==> src/rtl/dac_cfg_serializer.sv <==
// Bit-banged GPIO configuration transmitter for dac_driver: shifts a word out on sdata
// with one strobe per register. Optional done counter: define DAC_CFG_DONE_CNT_EN.
module dac_cfg_serializer #(
    parameter int GPIO_WIDTH               = 16,
    parameter int WORD_BITS                = 256,
    parameter int PHASE_CYCLES             = 2,
    parameter int MUX_PULSES               = 8,
    parameter int SDATA_BIT                = 0,
    parameter int CYCLE_COUNT_CLK_BIT      = 1,
    parameter int MASK_CLK_BIT             = 2,
    parameter int DELAY_CYCLE_CLK_BIT      = 3,
    parameter int LOCKING_WAVEFORM_CLK_BIT = 4,
    parameter int MUX_SET_CLK_BIT          = 5
) (
    input  logic                  clk,
    input  logic                  rst,
    input  logic [WORD_BITS-1:0]  cfg_data,
    input  logic [2:0]            cfg_target,
    input  logic                  cfg_valid,
    output logic                  cfg_ready,
    output logic [GPIO_WIDTH-1:0] gpio_ctrl,
    output logic                  select_out,
`ifdef DAC_CFG_DONE_CNT_EN
    output logic [15:0]           done_count,
`endif
    output logic                  cfg_err
);

    localparam int MAX_BITS = (WORD_BITS > MUX_PULSES) ? WORD_BITS : MUX_PULSES;
    localparam int CNT_W    = $clog2(MAX_BITS) + 1;
    localparam int PH_W     = (PHASE_CYCLES > 1) ? $clog2(PHASE_CYCLES) : 1;

    localparam logic [CNT_W-1:0] LAST_WORD = CNT_W'(WORD_BITS - 1);
    localparam logic [CNT_W-1:0] LAST_MUX  = CNT_W'(MUX_PULSES - 1);
    localparam logic [PH_W-1:0]  LAST_PH   = PH_W'(PHASE_CYCLES - 1);

    localparam logic [2:0] T_CYCLE_COUNT = 3'd0;
    localparam logic [2:0] T_MASK        = 3'd1;
    localparam logic [2:0] T_DELAY_CYCLE = 3'd2;
    localparam logic [2:0] T_LOCKING_WF  = 3'd3;
    localparam logic [2:0] T_MUX_SET     = 3'd4;

    typedef enum logic [2:0] {
        IDLE,
        SETUP,
        HIGH,
        LOW,
        FINISH
    } state_t;

    state_t                  state_q, state_n;
    logic [WORD_BITS-1:0]    shift_q, shift_n;
    logic [2:0]              tgt_q, tgt_n;
    logic [CNT_W-1:0]        bit_q, bit_n;
    logic [PH_W-1:0]         ph_q, ph_n;
    logic                    inv_q, inv_n;
    logic [GPIO_WIDTH-1:0]   gpio_q, gpio_n;
    logic                    sel_q, sel_n;
    logic                    err_q, err_n;
    logic                    ph_done;
    logic                    last_bit;

    assign cfg_ready  = (state_q == IDLE);
    assign gpio_ctrl  = gpio_q;
    assign select_out = sel_q;
    assign cfg_err    = err_q;

    assign ph_done  = (ph_q == LAST_PH);
    assign last_bit = (tgt_q == T_MUX_SET) ? (bit_q == LAST_MUX) : (bit_q == LAST_WORD);

    always_comb begin
        state_n = state_q;
        shift_n = shift_q;
        tgt_n   = tgt_q;
        bit_n   = bit_q;
        ph_n    = ph_q;
        inv_n   = inv_q;

        unique case (state_q)
            IDLE: begin
                if (cfg_valid) begin
                    shift_n = cfg_data;
                    tgt_n   = cfg_target;
                    bit_n   = '0;
                    ph_n    = '0;
                    // invalid targets skip the bus entirely and only report cfg_err
                    if (cfg_target <= T_MUX_SET) begin
                        inv_n   = 1'b0;
                        state_n = SETUP;
                    end else begin
                        inv_n   = 1'b1;
                        state_n = FINISH;
                    end
                end
            end
            SETUP: begin
                if (ph_done) begin
                    ph_n    = '0;
                    state_n = HIGH;
                end else begin
                    ph_n = ph_q + PH_W'(1);
                end
            end
            HIGH: begin
                if (ph_done) begin
                    ph_n    = '0;
                    state_n = LOW;
                end else begin
                    ph_n = ph_q + PH_W'(1);
                end
            end
            LOW: begin
                if (ph_done) begin
                    ph_n = '0;
                    if (last_bit) begin
                        state_n = FINISH;
                    end else begin
                        bit_n   = bit_q + CNT_W'(1);
                        // mux select repeats bit 0 for every pulse
                        if (tgt_q != T_MUX_SET)
                            shift_n = shift_q >> 1;
                        state_n = SETUP;
                    end
                end else begin
                    ph_n = ph_q + PH_W'(1);
                end
            end
            FINISH: begin
                inv_n   = 1'b0;
                state_n = IDLE;
            end
            default: state_n = IDLE;
        endcase
    end

    // Outputs are decoded from the next state and registered so the bus is glitch-free.
    always_comb begin
        sel_n  = (state_n == SETUP) || (state_n == HIGH) || (state_n == LOW);
        gpio_n = '0;
        gpio_n[SDATA_BIT] = sel_n & shift_n[0];
        if (state_n == HIGH) begin
            unique case (tgt_n)
                T_CYCLE_COUNT: gpio_n[CYCLE_COUNT_CLK_BIT]      = 1'b1;
                T_MASK:        gpio_n[MASK_CLK_BIT]             = 1'b1;
                T_DELAY_CYCLE: gpio_n[DELAY_CYCLE_CLK_BIT]      = 1'b1;
                T_LOCKING_WF:  gpio_n[LOCKING_WAVEFORM_CLK_BIT] = 1'b1;
                T_MUX_SET:     gpio_n[MUX_SET_CLK_BIT]          = 1'b1;
                default:       gpio_n = gpio_n;
            endcase
        end
        err_n = (state_n == FINISH) && inv_n;
    end

    always_ff @(posedge clk or negedge rst) begin
        if (!rst) begin
            state_q <= IDLE;
            shift_q <= '0;
            tgt_q   <= '0;
            bit_q   <= '0;
            ph_q    <= '0;
            inv_q   <= 1'b0;
            gpio_q  <= '0;
            sel_q   <= 1'b0;
            err_q   <= 1'b0;
        end else begin
            state_q <= state_n;
            shift_q <= shift_n;
            tgt_q   <= tgt_n;
            bit_q   <= bit_n;
            ph_q    <= ph_n;
            inv_q   <= inv_n;
            gpio_q  <= gpio_n;
            sel_q   <= sel_n;
            err_q   <= err_n;
        end
    end

`ifdef DAC_CFG_DONE_CNT_EN
    always_ff @(posedge clk or negedge rst) begin
        if (!rst)
            done_count <= '0;
        else if (state_q == FINISH && !inv_q)
            done_count <= done_count + 16'd1;
    end
`endif

endmodule
==> config.mk <==
export PLATFORM = sky130hd
export DESIGN_NAME = dac_cfg_serializer
export DESIGN_NICKNAME = d
export VERILOG_FILES = /design/src/rtl/dac_cfg_serializer.sv
export SDC_FILE = /design/constraint.sdc
export NUM_CORES = 1
export LEC_CHECK = 0
export ABC_AREA = 1
export CORE_ASPECT_RATIO = 0.75
export CORE_MARGIN = 3
export CORE_UTILIZATION = 51
export DETAILED_ROUTE_END_ITERATION = 10
export PLACE_DENSITY = 0.81
export SYNTH_ARGS = -nofsm -noshare
export SYNTH_HDL_FRONTEND = slang
export SYNTH_SLANG_ARGS = --single-unit
==> constraint.sdc <==
create_clock -name clk -period 2.2 [get_ports clk]
set_input_delay 0.66 -clock clk [delete_from_list [all_inputs] [get_ports clk]]
set_output_delay 0.66 -clock clk [all_outputs]
set_load 0.05 [all_outputs]
# After elaboration in Yosys (flattened, before gate mapping)
# Index checks and enable logic that the tools add are counted.
word_totals:
  reg_bits: 291
  in_bits: 262
  output_inout_bits: 19
  wordCells: 76
op_classes:
  add_sub_neg: 2
  magnitude_cmp: 1
  eq_ne: 20
  mux: 31
  bitwise: 1
  reduce_logical: 11
op_table:
  columns: ["op", "count"]
  rows:
  - ["2-to-1 mux 256 bit", 4]
  - ["one-hot mux 256 bit (2 select lines)", 1]
  - ["2-to-1 mux 9 bit", 3]
  - ["2-to-1 mux 3 bit", 8]
  - ["equality test 3 x 2 -> 1 bit (second input constant)", 6]
  - ["one-hot mux 9 bit (2 select lines)", 1]
  - ["equality test 3 bit (second input constant)", 4]
  - ["one-hot mux 3 bit (4 select lines)", 1]
  - ["2-to-1 mux 1 bit", 10]
  - ["adder 9 x 1 -> 9 bit (second input constant)", 1]
  - ["equality test 3 x 1 -> 1 bit (second input constant)", 3]
  - ["equality test 9 x 3 -> 1 bit (second input constant)", 1]
  - ["equality test 9 x 8 -> 1 bit (second input constant)", 1]
  - ["inequality test 2 bit (second input constant)", 4]
  - ["zero test 3 bit", 2]
  - ["2-to-1 mux 6 bit", 1]
  - ["AND reduction 5 bit", 1]
  - ["one-hot mux 1 bit (2 select lines)", 2]
  - ["AND reduction 4 bit", 1]
  - ["nonzero test 2 bit", 2]
  - ["<= comparator 3 bit (second input constant)", 1]
  - ["inequality test 3 bit (second input constant)", 1]
  - ["OR reduction 3 bit", 1]
  - ["logical OR 1 bit", 2]
  - ["4 further kinds", 4]

# Longest topological paths before layout
# Gate-level depths: netlist (run 1).
logic_depth:
  ltp_word: 10
  ltp_mapped: 13
  ltp_nobuf: 11

# Worst setup path before layout (run 1)
# No wires, ideal clock.
synth_timing:
  path_kind: "register -> register"
  from: "register state_q[0]"
  to: "register shift_q[128]"
  setup_ns: 0.069
  t_arrival_ns: 1.713
  required_time_ns: 2.131
  slack_ns: 0.418
  stages_incl_launch_ff: 10
  n_path_buf: 2
  period_less_slack_ns: 1.782
  cell_sequence: "dfrtp_1 > inv_2 > nand2_2 > nor2_4 > nand2_1 > inv_2 > buf_2 > clkbuf_1 > nand2_1 > nand3_1"
synth_via:
  elab_chain_len: 3
  elab_cells_between_ends: 9
  cone_classes: "5 x eq/ne; 1 x mux; 3 x reduce/logical"
synth_lines:
  columns: ["item", "line_no", "text"]
  rows:
  - ["from (decl)", "51", "state_t state_q, state_n;"]
  - ["from (signal assigned)", "166", "state_q <= state_n;"]
  - ["zero test 3 bit *", null, null]
  - ["net cfg_ready", "20", "output logic cfg_ready,"]
  - ["inequality test 2 bit (no source line) or nonzero test 2 bit (tied branches)", null, null]
  - ["AND reduction 5 bit (no source line)", null, null]
  - ["to (signal assigned)", "167", "shift_q <= shift_n;"]
  - ["to (decl)", "52", "logic [WORD_BITS-1:0] shift_q, shift_n;"]
# The timed path passes the listed nets; every way through them passes the cells marked *.
# A chain may end at the register's enable or synchronous reset.

# Worst setup path in the final report (run 1)
layout_timing:
  from: "register err_q (netlist: cfg_err)"
  to: "output port cfg_err"
layout_rtl:
  columns: ["item", "line_no", "text"]
  rows:
  - ["from (decl)", "59", "logic err_q, err_n;"]
  - ["from (signal assigned)", "174", "err_q <= err_n;"]
  - ["to (decl)", "26", "output logic cfg_err"]
# No word-level cell between the ends.

==> results of run 1 <==
-- metrics by stage --
stage,setup TNS [ns],power (mW),std cells
6_report,0,20.8,2170
5_1_grt,0,22.2,2170
4_1_cts,0,20.8,2170
3_5_place_dp,-0.00626,15.9,2120
3_3_place_gp,0,15.5,2120
2_1_floorplan,0,12.9,1551
-- repair_timing --
action / in CTS / in global routing
gates resized for setup: 8 / 0
hold buffers: 0 / 0
endpoints found under the setup margin: 8 / 0
buffers inserted: 0 / 0
-- cells in the final DEF (no fill, tap or decap), types with 3 or more instances in the layout --
cell type / Yosys / layout
xor2_1: 6 / 6
nand4_1: 4 / 4
nand2_1: 798 / 797
clkdlybuf4s50_1: 0 / 260
bufinv_16: 0 / 3
clkinv_2: 0 / 4
nand3_1: 261 / 261
clkbuf_16: 0 / 29
conb_1: 1 / 10
dfrtp_1: 281 / 281
nor3_1: 4 / 4
inv_2: 6 / 5
buf_4: 18 / 45
buf_12: 0 / 26
nor2_1: 29 / 28
o21ai_0: 13 / 13
clkbuf_1: 23 / 8
dlygate4sd2_1: 0 / 8
inv_1: 23 / 23
or2_0: 3 / 3
clkbuf_8: 0 / 6
-- power groups by stage --
stage / clock network [mW] / registers (mW) / logic [mW]
2_1_floorplan: 0 / 8.04 / 4.83
3_3_place_gp: 0 / 8.13 / 7.36
3_5_place_dp: 0 / 8.19 / 7.67
4_1_cts: 4.98 / 8.16 / 7.69
5_1_grt: 5.22 / 8.39 / 8.61
6_report: 4.90 / 8.19 / 7.66
-- area by class of cell --
cell class                      instances  area, µm²
Clock buffer                           43        838
Clock inverter                          7        110
Fill cell                            1719       6670
Inverter                               30        118
Multi-Input combinational cell       1144       4760
Sequential cell                       281       7030
Tap cell                              325        407
Timing Repair Buffer                  340       3550
-- synthesized netlist by cell type (all sizes together) --
cell    count
nor4        1
or2         3
ha          1
a31oi       1
and2        1
o31ai       1
conb        1
buf        73
o21a        1
xor2        6
nand4       4
nand2     799
clkinv      1
dfrtp     281
nor3b       1
a21oi       3
inv        29
nor3        4
o21ai      15
clkbuf     23
nand3     263
nor2       30
-- cell families after synthesis --
group / synth area share [%]
AOI/OAI and AO/OA: 0.927
xor gates and xnor gates: 0.423
buffers and inverters: 5.43
DFF: 56.6
adders and majority gates: 0.101
other: 0.0302
and+or+nand+nor: 36.5
-- final timing paths --
path	start	to	depth (start not counted)
hold / removal	rst	shift_q[12]	1
max in group asynchronous	rst	shift_q[200]	2
setup reg to reg	tgt_q[0]	shift_q[217]	11
setup / recovery	cfg_err	cfg_err	1
min in group clk	shift_q[0]	shift_q[0]	2
hold reg to reg	shift_q[0]	shift_q[0]	2
-- layer usage --
| layer | vias up | track usage [%] |
|---|---|---|
| met5 | - | 0 |
| met4 | 0 | 5.25 |
| met3 | 52 | 4.87 |
| met2 | 478 | 37.7 |
| met1 | 5265 | 36.7 |
| li1 | 5417 | - |
-- flip-flops by register name (all words and copies together) (netlist names) --
signal      count
shift_q       256
bit_q           9
gpio_ctrl       6
state_q         3
tgt_q           3
cfg_err         1
inv_q           1
ph_done         1
select_out      1
==> results by group, run 1 <==
GRT
  • Total GRT Usage: 24.6%
  • Initial antenna violation count: 0
  • Congestion Overflow GR: 0
  • Vias in the first global route: 10895
  • First-pass GRT wire length: 53100 µm
  • Largest net degree at the start of global routing: 62

Cells and area
  • Inserted Diodes: 0
  • Final Cell Area: 16800 µm²
  • Core Util, Final: 71.6%
  • Area Growth Syn to Fin: 35.4%
  • Final nets: 2088
  • Share of layout cells above drive strength 1: 6.88%

Power
  • P_sw: 7.47 mW
  • Static Leak: 8.01 nW
  • Sw Share: 36.0%
  • Combinational group share of total power: 36.9%
  • Clock group share of total power: 23.6%
  • Internal power: 13.3 mW
  • Reg power frac: 39.5%
  • VDD IR max: 0.791 mV
  • Pwr dens: 1230 nW/µm²

Critical path
  • Critical-path cell list: dlygate4sd2_1
  • Startpoint type of the worst setup path: flip-flop
  • WP data required: 1.54 ns
  • CP Class: flip-flop to output port
  • Worst path buffer plus inverter count: 1
  • Worst EP arrival: 1.44 ns
  • Top delay family on crit path: buffers and inverters
  • Reg2Reg Setup Slack: 0.19 ns
  • Slowest-stage cell, CP: dlygate4sd2_1
  • Crit end category: output port
  • Crit-path max FO: 1
  • Slowest stage delay, CP: 0.54 ns

Status
  • Status: completed

Place
  • Pre-CTS WS: -0.00626 ns
  • Placement Cell Area: 15900 µm²
  • RD Place Congestion: 0.857
  • Post-DP HPWL: 23400 µm
  • Port buffer count: 270

Clock network
  • CTS Buf Count: 28
  • # clock sinks: 281
  • CTS tree: built
  • Clock Pin Slew Worst Setup and Hold Paths: 0.06 ns
  • Htree depth: 1
  • Clk buf depth: 3
  • Worst-skew pair later-pin latency: 0.53 ns
  • Root buf cell: clkbuf_16

Timing
  • Final hold slack: 0.0757 ns
  • Max-slew headroom: 65.0%
  • Final cycle utilization of the critical path: 95.5%
  • Slew @ Worst Pin: 0.528 ns
  • Fmax achieved: 0.476 GHz
  • Slew Viols, Final: 0
  • Final number of hold-violating endpoints: 0
  • RSZ-0062 raised after global routing: no
  • Final WS setup: 0.0994 ns
  • Final worst path period need: 2.10 ns
  • Endpoints failing setup: 0
  • Skew final: 0.00975 ns

Routing
  • Highest Signal Layer: met4
  • DRC: 0
  • Vias per Instance: 5.17
  • Drt first pass iters: 6
  • Met2 WL: 14700 µm
  • Routed WL per cell: 15.0 µm
  • M1 WL: 14500 µm
  • Routed via count: 11212
  • DRT iter0 DRCs: 1012
  • DR WL met3: 2780 µm
  • Post-DRT Antenna Nets: 0
  • Post-Route WL: 32600 µm

Synth
  • Mapped cell area: 12400 µm²
  • Register bit count reported by yosys: 281
  • YS warnings: 0
  • Post-synthesis sequential area ratio: 56.6%
  • Avg Synthesized Cell Area: 8.06 µm²
  • Cell variety after synth: 31
  • Top cell type by total area after synthesis: dfrtp_1
  • Synth top area cells: dfrtp_1, nand2_1, nand3_1
  • Post-synth top area share: 56.6%
  • Synthesized instance count: 1542

Die
  • Die area: 26300 µm²
  • I/O pin total: 281
  • Row count: 48
  • Die Height: 141 µm
  • Chip width: 186 µm
  • Core area: 23500 µm²
  • Starting Density: 52.9%

Flow run
  • Max cap viols: 0

Min path
  • Min-Delay Path Class: input port to async pin
No activity file was read; power rests on OpenSTA's default activity.
==> run 2: changes to the inputs <==
--- a/config.mk
+++ b/config.mk
@@ -10,6 +10,7 @@
 export CORE_MARGIN = 3
 export CORE_UTILIZATION = 51
 export DETAILED_ROUTE_END_ITERATION = 10
+export GPL_TIMING_DRIVEN = 0
 export PLACE_DENSITY = 0.81
 export SYNTH_ARGS = -nofsm -noshare
 export SYNTH_HDL_FRONTEND = slang
==> run 2 against run 1 <==
Effect of this change:
- core utilization decreased by 0.83 points
- final area decreased by 1.2%
- hold slack improved by 0.0095 ns
- sequential share of layout area increased by 0.49 points
- sequential power decreased by 0.5%
- clock skew decreased by 0.00070 ns
- fmax decreased by 2.0%
- global-route usage decreased by 0.52 points
==> results by group, run 2 (synthesis results as in run 1) <==
Status
  • Status: completed

Critical path
  • R2r endpoint: shift_q[215]
  • Slowest stage delay, CP: 0.42 ns
  • Crit-path max FO: 4
  • Crit end category: output port
  • Reg2Reg Depth: 9
  • Worst EP arrival: 1.48 ns
  • Critical-path cell list: inv_2 -> nand2_2 -> nor2_4 -> buf_4
  • Top delay family on crit path: flip-flops
  • CP Class: flip-flop to output port
  • Startpoint type of the worst setup path: flip-flop
  • Reg2Reg Setup Slack: 0.16 ns
  • Stages on the worst setup path: 4
  • Slowest-stage cell, CP: dfrtp_1
  • R2R Path Start: state_q[1]
  • WP data required: 1.54 ns
  • Worst path buffer plus inverter count: 2
  • Crit path capture: cfg_ready
  • Crit path from: state_q[1]

Die
  • Row count: 48
  • Core area: 23500 µm²
  • Die area: 26300 µm²
  • Chip width: 186 µm
  • Die Height: 141 µm
  • Starting Density: 52.9%
  • I/O pin total: 281

Clock network
  • Clock Pin Slew Worst Setup and Hold Paths: 0.06 ns
  • CTS tree: built
  • Clk buf depth: 3
  • # clock sinks: 281
  • Root buf cell: clkbuf_16
  • CTS Buf Count: 28
  • Worst-skew pair later-pin latency: 0.53 ns
  • Htree depth: 1
  • Hold_buf cts: 0

Routing
  • Routed via count: 11057
  • Post-DRT Antenna Nets: 0
  • Routed WL per cell: 14.7 µm
  • DRT iter0 DRCs: 870
  • Vias per Instance: 5.03
  • Drt first pass iters: 5
  • DRC: 0
  • Post-Route WL: 32400 µm

Power
  • VDD IR max: 0.840 mV
  • Static Leak: 7.99 nW
  • Pwr dens: 1210 nW/µm²

Timing
  • Slew @ Worst Pin: 0.629 ns
  • Skew final: 0.00905 ns
  • Slew Viols, Final: 0
  • Endpoints failing setup: 0
  • Max-slew headroom: 58.1%
  • Final number of hold-violating endpoints: 0
  • Final hold slack: 0.0852 ns
  • RSZ-0062 raised after global routing: yes
  • Final cycle utilization of the critical path: 97.4%
  • Final worst path period need: 2.14 ns
  • Fmax achieved: 0.467 GHz

Cells and area
  • Area Growth Syn to Fin: 33.8%
  • Most frequent cells in the layout: nand2_1, dfrtp_1, nand3_1
  • Top reg by flops: shift_q
  • Largest register FFs: 256
  • Final nets: 2116
  • Share of layout cells above drive strength 1: 7.42%
  • Inserted Diodes: 0
  • Fin cells: 2199
  • Most common cell after layout, fill and taps aside: nand2_1

Min path
  • Min-Delay Path Class: input port to async pin

GRT
  • Initial antenna violation count: 3
  • Total GRT Usage: 24.1%
  • Vias in the first global route: 10587
  • First-pass GRT wire length: 51500 µm
  • Congestion Overflow GR: 0
  • Largest net degree at the start of global routing: 119

Flow run
  • Max cap viols: 0

Place
  • RD Place Congestion: 0.867
  • Dpl cells: 2148
  • Post-DP HPWL: 23200 µm
  • Port buffer count: 270
run 2: where the power goes:
part	switching [mW]	total, mW	internal (mW)	leakage (nW)
registers	1.02	8.15	7.13	3.65
logic	4.35	6.96	2.61	3.85
clock network	1.97	5.02	3.06	0.493
total	7.34	20.1	12.8	7.99
run 2: how the worst min path moves through the flow:
stage / slack, ns / cells after the start / startpoint / endpoint
global route: 0.13 / 1 / rst / shift_q[12]
detailed placement: 0.46 / 2 / shift_q[0] / shift_q[0]
floorplan: 0.36 / 0 / rst / bit_q[0]
CTS: 0.11 / 1 / rst / shift_q[12]
global placement: 0.46 / 2 / shift_q[0] / shift_q[0]
finish: 0.09 / 1 / rst / shift_q[226]
run 2: what timing repair did:
action / in CTS / in global routing
setup endpoints to repair: 9 / 64
gates resized for setup: 14 / 15
setup buffers: 0 / 0
run 2: area by class of cell:
type	instances	area, µm²
inverters	30	113
fillers	1829	6860
clock inverters	9	124
flip-flops and latches	281	7030
multi-input cells	1144	4750
plain buffers	96	578
clock buffers	42	865
well taps	325	407
repair buffers	272	2750
run 2: per-stage QoR:
step	setup TNS [ns]	total power, mW	worst slack [ns]	util [%]	instance area (µm²)
floorplan	0	12.9	0.418	-	12500
detailed placement	-64.27	15.1	-0.409	66.5	15600
global route	-0.0175	21.6	-0.0175	70.8	16600
finish	0	20.1	0.0572	70.8	16600
CTS	0	20.2	0.0493	70.7	16600
global placement	-3255.76	14.8	-11.40	66.3	15600
run 2: metal layers:
layer  wire, µm  up-vias  track usage [%]
li1           -     5471                -
met1      14600     5197             34.6
met2      14500      326             37.8
met3       2620       57             5.80
met4        638        6             4.82
met5         32        -                0
